--- src/rtl/acc_pkg.sv ---
// Shared definitions for the post-process output path: writeback FSM states and lane width.
package acc_pkg;

  localparam int DATA_W = 16;

  typedef enum logic [1:0] {
    ST_IDLE = 2'd0,
    ST_RUN  = 2'd1,
    ST_DONE = 2'd2
  } wb_state_t;

endpackage

--- src/rtl/pp_wb_fifo.sv ---
// Synchronous beat FIFO, head visible combinationally; 1-cycle push-to-pop latency.
// Caller must not push when full unless it pops in the same cycle; clr empties it.
module pp_wb_fifo #(
  parameter int WIDTH = 48,
  parameter int DEPTH = 8,
  localparam int AW = $clog2(DEPTH),
  localparam int CW = AW + 1
) (
  input  logic             clk,
  input  logic             rst,
  input  logic             clr,
  input  logic             push,
  input  logic [WIDTH-1:0] push_dat,
  input  logic             pop,
  output logic [WIDTH-1:0] pop_dat,
  output logic             full,
  output logic             empty,
  output logic [CW-1:0]    count
);

  logic [WIDTH-1:0] mem [DEPTH];
  logic [AW-1:0]    wr_ptr;
  logic [AW-1:0]    rd_ptr;

  always_ff @(posedge clk or negedge rst) begin
    if (!rst) begin
      wr_ptr <= '0;
      rd_ptr <= '0;
      count  <= '0;
    end else if (clr) begin
      wr_ptr <= '0;
      rd_ptr <= '0;
      count  <= '0;
    end else begin
      if (push) wr_ptr <= wr_ptr + AW'(1);
      if (pop)  rd_ptr <= rd_ptr + AW'(1);
      case ({push, pop})
        2'b10:   count <= count + CW'(1);
        2'b01:   count <= count - CW'(1);
        default: count <= count;
      endcase
    end
  end

  // Storage needs no reset; only slots behind a valid count are ever read out.
  always_ff @(posedge clk) begin
    if (push) mem[wr_ptr] <= push_dat;
  end

  assign pop_dat = mem[rd_ptr];
  assign full    = (count == CW'(DEPTH));
  assign empty   = (count == '0);

endmodule

--- src/rtl/postprocess_writeback.sv ---
// Writes post-process beats row-major into the output map; in_valid -> wr_en is 2 cycles when idle.
// No input backpressure: wr_ready stalls fill the FIFO, and a beat that cannot be stored sets sticky overflow.
module postprocess_writeback
  import acc_pkg::*;
#(
  parameter int POX        = 3,
  parameter int FIFO_DEPTH = 8,
  parameter int ADDR_W     = 16,
  parameter int CNT_W      = 10
) (
  input  logic                  clk,
  input  logic                  rst,
  input  logic                  start,
  input  logic [ADDR_W-1:0]     cfg_base_addr,
  input  logic [ADDR_W-1:0]     cfg_row_stride,
  input  logic [CNT_W-1:0]      cfg_beats,
  input  logic [CNT_W-1:0]      cfg_rows,
  input  logic [POX*DATA_W-1:0] in_data,
  input  logic                  in_valid,
  output logic                  wr_en,
  output logic [ADDR_W-1:0]     wr_addr,
  output logic [POX*DATA_W-1:0] wr_data,
  input  logic                  wr_ready,
  output logic                  busy,
  output logic                  done,
  output logic                  overflow
);

  localparam int BEAT_W = POX * DATA_W;
  localparam int FCW    = $clog2(FIFO_DEPTH) + 1;
  localparam logic [FCW-1:0] FIFO_CAP = FCW'(FIFO_DEPTH);

  wb_state_t state, state_nxt;

  logic [CNT_W-1:0]  beats_q, rows_q, col, row;
  logic [ADDR_W-1:0] stride_q, row_addr;
  logic              all_popped;

  logic              fifo_full, fifo_empty;
  logic [FCW-1:0]    fifo_count;
  logic [BEAT_W-1:0] fifo_head;

  logic start_acc, is_run, accept, pop, push, drop;
  logic col_last, row_last, tile_end;

  assign start_acc = start && (state == ST_IDLE);
  assign is_run    = (state == ST_RUN);
  assign accept    = wr_en && wr_ready;
  assign col_last  = (col == beats_q - CNT_W'(1));
  assign row_last  = (row == rows_q - CNT_W'(1));

  // Pops stop once every beat of the tile has been handed to the write port.
  assign pop      = is_run && !fifo_empty && !all_popped && (!wr_en || wr_ready);
  assign push     = is_run && in_valid && ((fifo_count < FIFO_CAP) || (fifo_full && pop));
  assign drop     = in_valid && !push;
  assign tile_end = is_run && all_popped && accept;

  pp_wb_fifo #(
    .WIDTH(BEAT_W),
    .DEPTH(FIFO_DEPTH)
  ) u_fifo (
    .clk     (clk),
    .rst     (rst),
    .clr     (start_acc),
    .push    (push),
    .push_dat(in_data),
    .pop     (pop),
    .pop_dat (fifo_head),
    .full    (fifo_full),
    .empty   (fifo_empty),
    .count   (fifo_count)
  );

  always_ff @(posedge clk or negedge rst) begin
    if (!rst) state <= ST_IDLE;
    else      state <= state_nxt;
  end

  always_comb begin
    state_nxt = state;
    case (state)
      ST_IDLE: if (start) state_nxt = ((cfg_beats == '0) || (cfg_rows == '0)) ? ST_DONE : ST_RUN;
      ST_RUN:  if (tile_end) state_nxt = ST_DONE;
      ST_DONE: state_nxt = ST_IDLE;
      default: state_nxt = ST_IDLE;
    endcase
  end

  assign busy = (state != ST_IDLE);
  assign done = (state == ST_DONE);

  always_ff @(posedge clk or negedge rst) begin
    if (!rst) begin
      beats_q    <= '0;
      rows_q     <= '0;
      stride_q   <= '0;
      col        <= '0;
      row        <= '0;
      row_addr   <= '0;
      all_popped <= 1'b0;
    end else if (start_acc) begin
      beats_q    <= cfg_beats;
      rows_q     <= cfg_rows;
      stride_q   <= cfg_row_stride;
      col        <= '0;
      row        <= '0;
      row_addr   <= cfg_base_addr;
      all_popped <= 1'b0;
    end else if (pop) begin
      if (col_last) begin
        col      <= '0;
        row      <= row + CNT_W'(1);
        row_addr <= row_addr + stride_q;
      end else begin
        col <= col + CNT_W'(1);
      end
      if (col_last && row_last) all_popped <= 1'b1;
    end
  end

  // Output register: address/data only change on a pop, so they hold through stalls.
  always_ff @(posedge clk or negedge rst) begin
    if (!rst) begin
      wr_en   <= 1'b0;
      wr_addr <= '0;
      wr_data <= '0;
    end else if (pop) begin
      wr_en   <= 1'b1;
      wr_addr <= row_addr + ADDR_W'(col);
      wr_data <= fifo_head;
    end else if (accept) begin
      wr_en <= 1'b0;
    end
  end

  // A beat dropped in the same cycle as start still counts against the new tile.
  always_ff @(posedge clk or negedge rst) begin
    if (!rst) overflow <= 1'b0;
    else      overflow <= (start_acc ? 1'b0 : overflow) | drop;
  end

endmodule
--- config.mk ---
export PLATFORM = sky130hd
export DESIGN_NAME = postprocess_writeback
export DESIGN_NICKNAME = d
export VERILOG_FILES = /design/src/rtl/acc_pkg.sv /design/src/rtl/pp_wb_fifo.sv /design/src/rtl/postprocess_writeback.sv
export SDC_FILE = /design/constraint.sdc
export NUM_CORES = 1
export LEC_CHECK = 0
export BUFFER_PORTS_ARGS = -buffer_cell sky130_fd_sc_hd__buf_2
export CORE_MARGIN = 2
export CORE_UTILIZATION = 45
export CTS_BUF_LIST = sky130_fd_sc_hd__clkbuf_16
export DETAILED_ROUTE_END_ITERATION = 6
export GPL_TIMING_DRIVEN = 0
export RECOVER_POWER = 50
export SETUP_SLACK_MARGIN = 0.4
export SLEW_MARGIN = 20
export SYNTH_ARGS = -nofsm -noshare
export SYNTH_HDL_FRONTEND = slang
export SYNTH_SLANG_ARGS = --single-unit
--- constraint.sdc ---
create_clock -name clk -period 7.7 [get_ports clk]
set_input_delay 0.77 -clock clk [delete_from_list [all_inputs] [get_ports clk]]
set_output_delay 0.77 -clock clk [all_outputs]
set_load 0.02 [all_outputs]
==> results.md <==
- Outcome: complete, but fails checks
- Failing checks: capacitance limit, slew limit
- I/O pins: 173
- CP top delay family: buffers and inverters
- CP Buf/Inv Count: 1
- Area after DPL: roughly 0.024 sq mm
- RSZ-0062 raised after global routing: no
- Compound-Gate Fraction of Synth Area: under 10%
- Power Density: roughly 380 mW/mm^2
- Clk_skew: 0.0381 ns
- Initial DRC Count: around 1.1k
- Max Cap Viol: 1
- GR Overflow Total: 0
- FF-to-FF End: u_fifo.mem[4][28]$_DFFE_PP_
- Crit path max-delay cell type: clkbuf_1
- CP arrival: around 3.5 ns
- CTS Buf Count: 56
- CP Capture Type: async pin
- P_sw: about 3500 uW
- WHS Endpoint: stride_q[5]$_DFFE_PN0P_
- Area contributors post-synth: edfxtp_1 52%, dfrtp_1 17%, mux4_2 9.7%
- Die Y: 226 microns
- VDD IR max: between 0.2 and 0.25 mV
- Combinational share of power: 33.4%
- RePlAce Congestion: roughly 0.85
- Critical path launch point: rst
- Drt wl/cell: 22.0 microns
- Share of cells above drive strength 1: between 15 and 20%
- Max Clock Freq: 0.276 GHz
- Async set or reset register ratio after synthesis: about 28%
- Yosys warns: 0
- Leak: between 0.009 and 0.01 uW
- Number of global-route vias before repair: between 10k and 15k
- Fin. max-slew vios: between 60 and 70
- Clock Latency Late Sink: between 0.6 and 0.7 ns
- Post-synthesis cell count: approximately 1.4k
- Synth cell types: 54
- Hold Path Depth: 3
- Post-Synth Simple-Gate Area: 7.69%
- Final Instance Area: ~0.026 sq mm
- Row count: between 80 and 90
- Clock transition at path regs: around 0.060 ns
- Mux share of post-synthesis cell area: about 12%
- Routed wire length: around 54000 microns
- Ys flop type: edfxtp_1
- TNS Setup: 0 ns
- Net Sw Frac: 35.1%
- CTS Hold Bufs: 0
- Largest net degree at the start of global routing: just under 90
- Largest family of logic cells by synthesized area: multiplexers
- Total Power: just under 10000 uW
- Initial DRT Pass Iterations: 5
- Syn nets: 1590
- Setup bufs post-CTS: 0
- Max FO, Critical Path: 65
- First-pass GRT wire length: between 80000 and 90000 microns
- Final min period: ~3.6 ns
- Adder-cell share of the synthesized area: under 10%
- Worst Path Class, Setup: input port to async pin
- Final worst-path cycle share: 47.1%
- Mapped Area: ~0.022 sq mm
- Slew headroom: -152%
- Worst-case clock buffer depth: 3
- Req. time, crit path: 7.54 ns
- Nets: between 1.5k and 2k
- Commonest non-fill, non-tap cell in the layout: edfxtp_1
- Final hold viol count: 0
- Port buffer count: 172
- Total Routing Usage GR: 21.3%
- Register bit total from synthesis: about 540
- Initial Util: between 40% and 50%
- Worst-Margin Slew: ~3.8 ns
- DR vias/cell: between 5 and 6
- Post-DRT Antenna Nets: 0
- Yosys top cell area share: 52.0%
- Max H-tree Level: 2
- Pint: around 6400 uW
- Area leader, netlist: edfxtp_1
- Diodes inserted: 0
- Clock Power Share: between 20% and 30%
- Sequential area share after synthesis: 69.0%
- Die W: approximately 230 microns
- Mean post-synth cell area: about 15 sq um
- Worst reg2reg setup slack: between 4 and 5 ns
- Via count: roughly 13k
- Hold WC Path Type: input port to register
- Post-synthesis xor/xnor area fraction: under 10%
- Clock tree from TritonCTS: built
- Part of the power in registers: 39.8%
- Post-synth EDFFs: about 380
- Hold path start: cfg_row_stride[5]
- Final setup viols: 0
- TritonCTS sink count: ~540
- Remaining DRCs: 0
- Core box area: 0.0488 sq mm
- Die ar.: 0.0511 sq mm
- DP HPWL: 37400 microns
- Area delta synth->final: 18.1%
- Slowest stage delay, CP: roughly 2.6 ns
- Worst-path cell chain: clkbuf_1
- Initial antenna violation count: 5
- Crit start category: input port
- Root Driver: clkbuf_16
- Post-CTS sizing: 0
- Number of cells on the worst reg-to-reg path: 10
- Reg2Reg Launch Point: u_fifo.count[1]$_DFFE_PN0P_
- Most frequent cells in the layout: 384 x edfxtp_1, 202 x nand2_1, 151 x dfrtp_1
-- flip-flops by register name, indices dropped and copies added, names as in the netlist, 2 cells and up --
name	count
u_fifo.rd_ptr	3
beats_q	10
stride_q	16
row	10
wr_data	48
u_fifo.mem	384
row_addr	16
col	10
rows_q	10
state	2
wr_addr	16
u_fifo.wr_ptr	3
u_fifo.count	4
-- logic make-up (layout without fill, tap and decap cells) --
logic type | after synthesis | count (layout)
flops | 535 | 535
simple gates | 374 | 374
compound gates | 207 | 207
mux | 151 | 151
buf+inv | 95 | 424
xor+xnor | 51 | 51
fa+ha+maj | 36 | 36
-- power groups by stage --
stage / Clock (uW) / Sequential [uW] / Combinational (uW)
6_report: 2640 / 3930 / 3300
3_3_place_gp: 0 / 4020 / 3240
3_5_place_dp: 0 / 3980 / 3360
5_1_grt: 2810 / 3980 / 3660
2_1_floorplan: 0 / 4090 / 2110
4_1_cts: 2700 / 3930 / 3370
-- area by class of cell --
| cell class | count | area (sq um) |
|---|---|---|
| fillers | 4096 | 22700 |
| flip-flops and latches | 535 | 15300 |
| multi-input cells | 819 | 6560 |
| clock buffers | 57 | 1430 |
| repair buffers | 223 | 1300 |
| well taps | 664 | 831 |
| clock inverters | 49 | 400 |
| plain buffers | 71 | 278 |
| inverters | 24 | 90.1 |
-- per-layer routing --
metal | global-route usage, % | vias to the layer above | wire, microns
li1 | - | 6049 | -
met1 | 29.5 | 6777 | 23700
met2 | 34.7 | 334 | 25700
met3 | 4.18 | 83 | 3180
met4 | 5.86 | 10 | 1190
met5 | 0 | - | 54
-- worst register-to-register path, cell delays in order (launching register included) --
cell and delay [ns]:
dfrtp_1 0.42, or3_1 0.45, o21ai_0 0.22, and3_1 0.23, clkbuf_1 0.29, nand2b_1 0.26, nor3b_2 0.68, buf_6 0.25
buf_4 0.20, buf_6 0.17, buf_6 0.14
-- synth_stat cells, drive strengths merged (8+ instances only) --
master / count
nand2b: 12
nor2b: 8
mux4: 96
mux2i: 55
nor2: 57
a31oi: 8
buf: 24
and3: 16
xnor2: 20
xor2: 31
clkbuf: 47
o21ai: 117
nand2: 202
inv: 24
nor3: 12
nor3b: 8
dfrtp: 151
nand3: 22
edfxtp: 384
ha: 33
a21oi: 39
-- through the flow --
step | setup WS (ns) | hold slack [ns] | util, % | cells
after floorplan | 1.91 | 0.445 | - | 1449
after global placement | -2.76 | 0.458 | 48.9 | 2285
after detailed placement | 3.80 | 0.466 | 50.1 | 2336
after CTS | 4.13 | 0.112 | 53.8 | 2442
after global routing | 3.37 | 0.352 | 53.6 | 2442
final | 4.07 | 0.364 | 53.6 | 2442
-- how the worst max path moves through the flow --
| stage | slack, ns | depth (start not counted) | end |
|---|---|---|---|
| floorplan | 1.91 | 7 | u_fifo.mem[2][0]$_DFFE_PP_ |
| global placement | -2.76 | 8 | u_fifo.mem[3][30]$_DFFE_PP_ |
| detailed placement | 3.80 | 12 | u_fifo.mem[4][29]$_DFFE_PP_ |
| CTS | 4.13 | 10 | u_fifo.mem[4][28]$_DFFE_PP_ |
| global route | 3.37 | 1 | wr_data[38]$_DFFE_PN0P_ |
| finish | 4.07 | 1 | wr_data[42]$_DFFE_PN0P_ |
No activity file was read; power rests on OpenSTA's default activity.
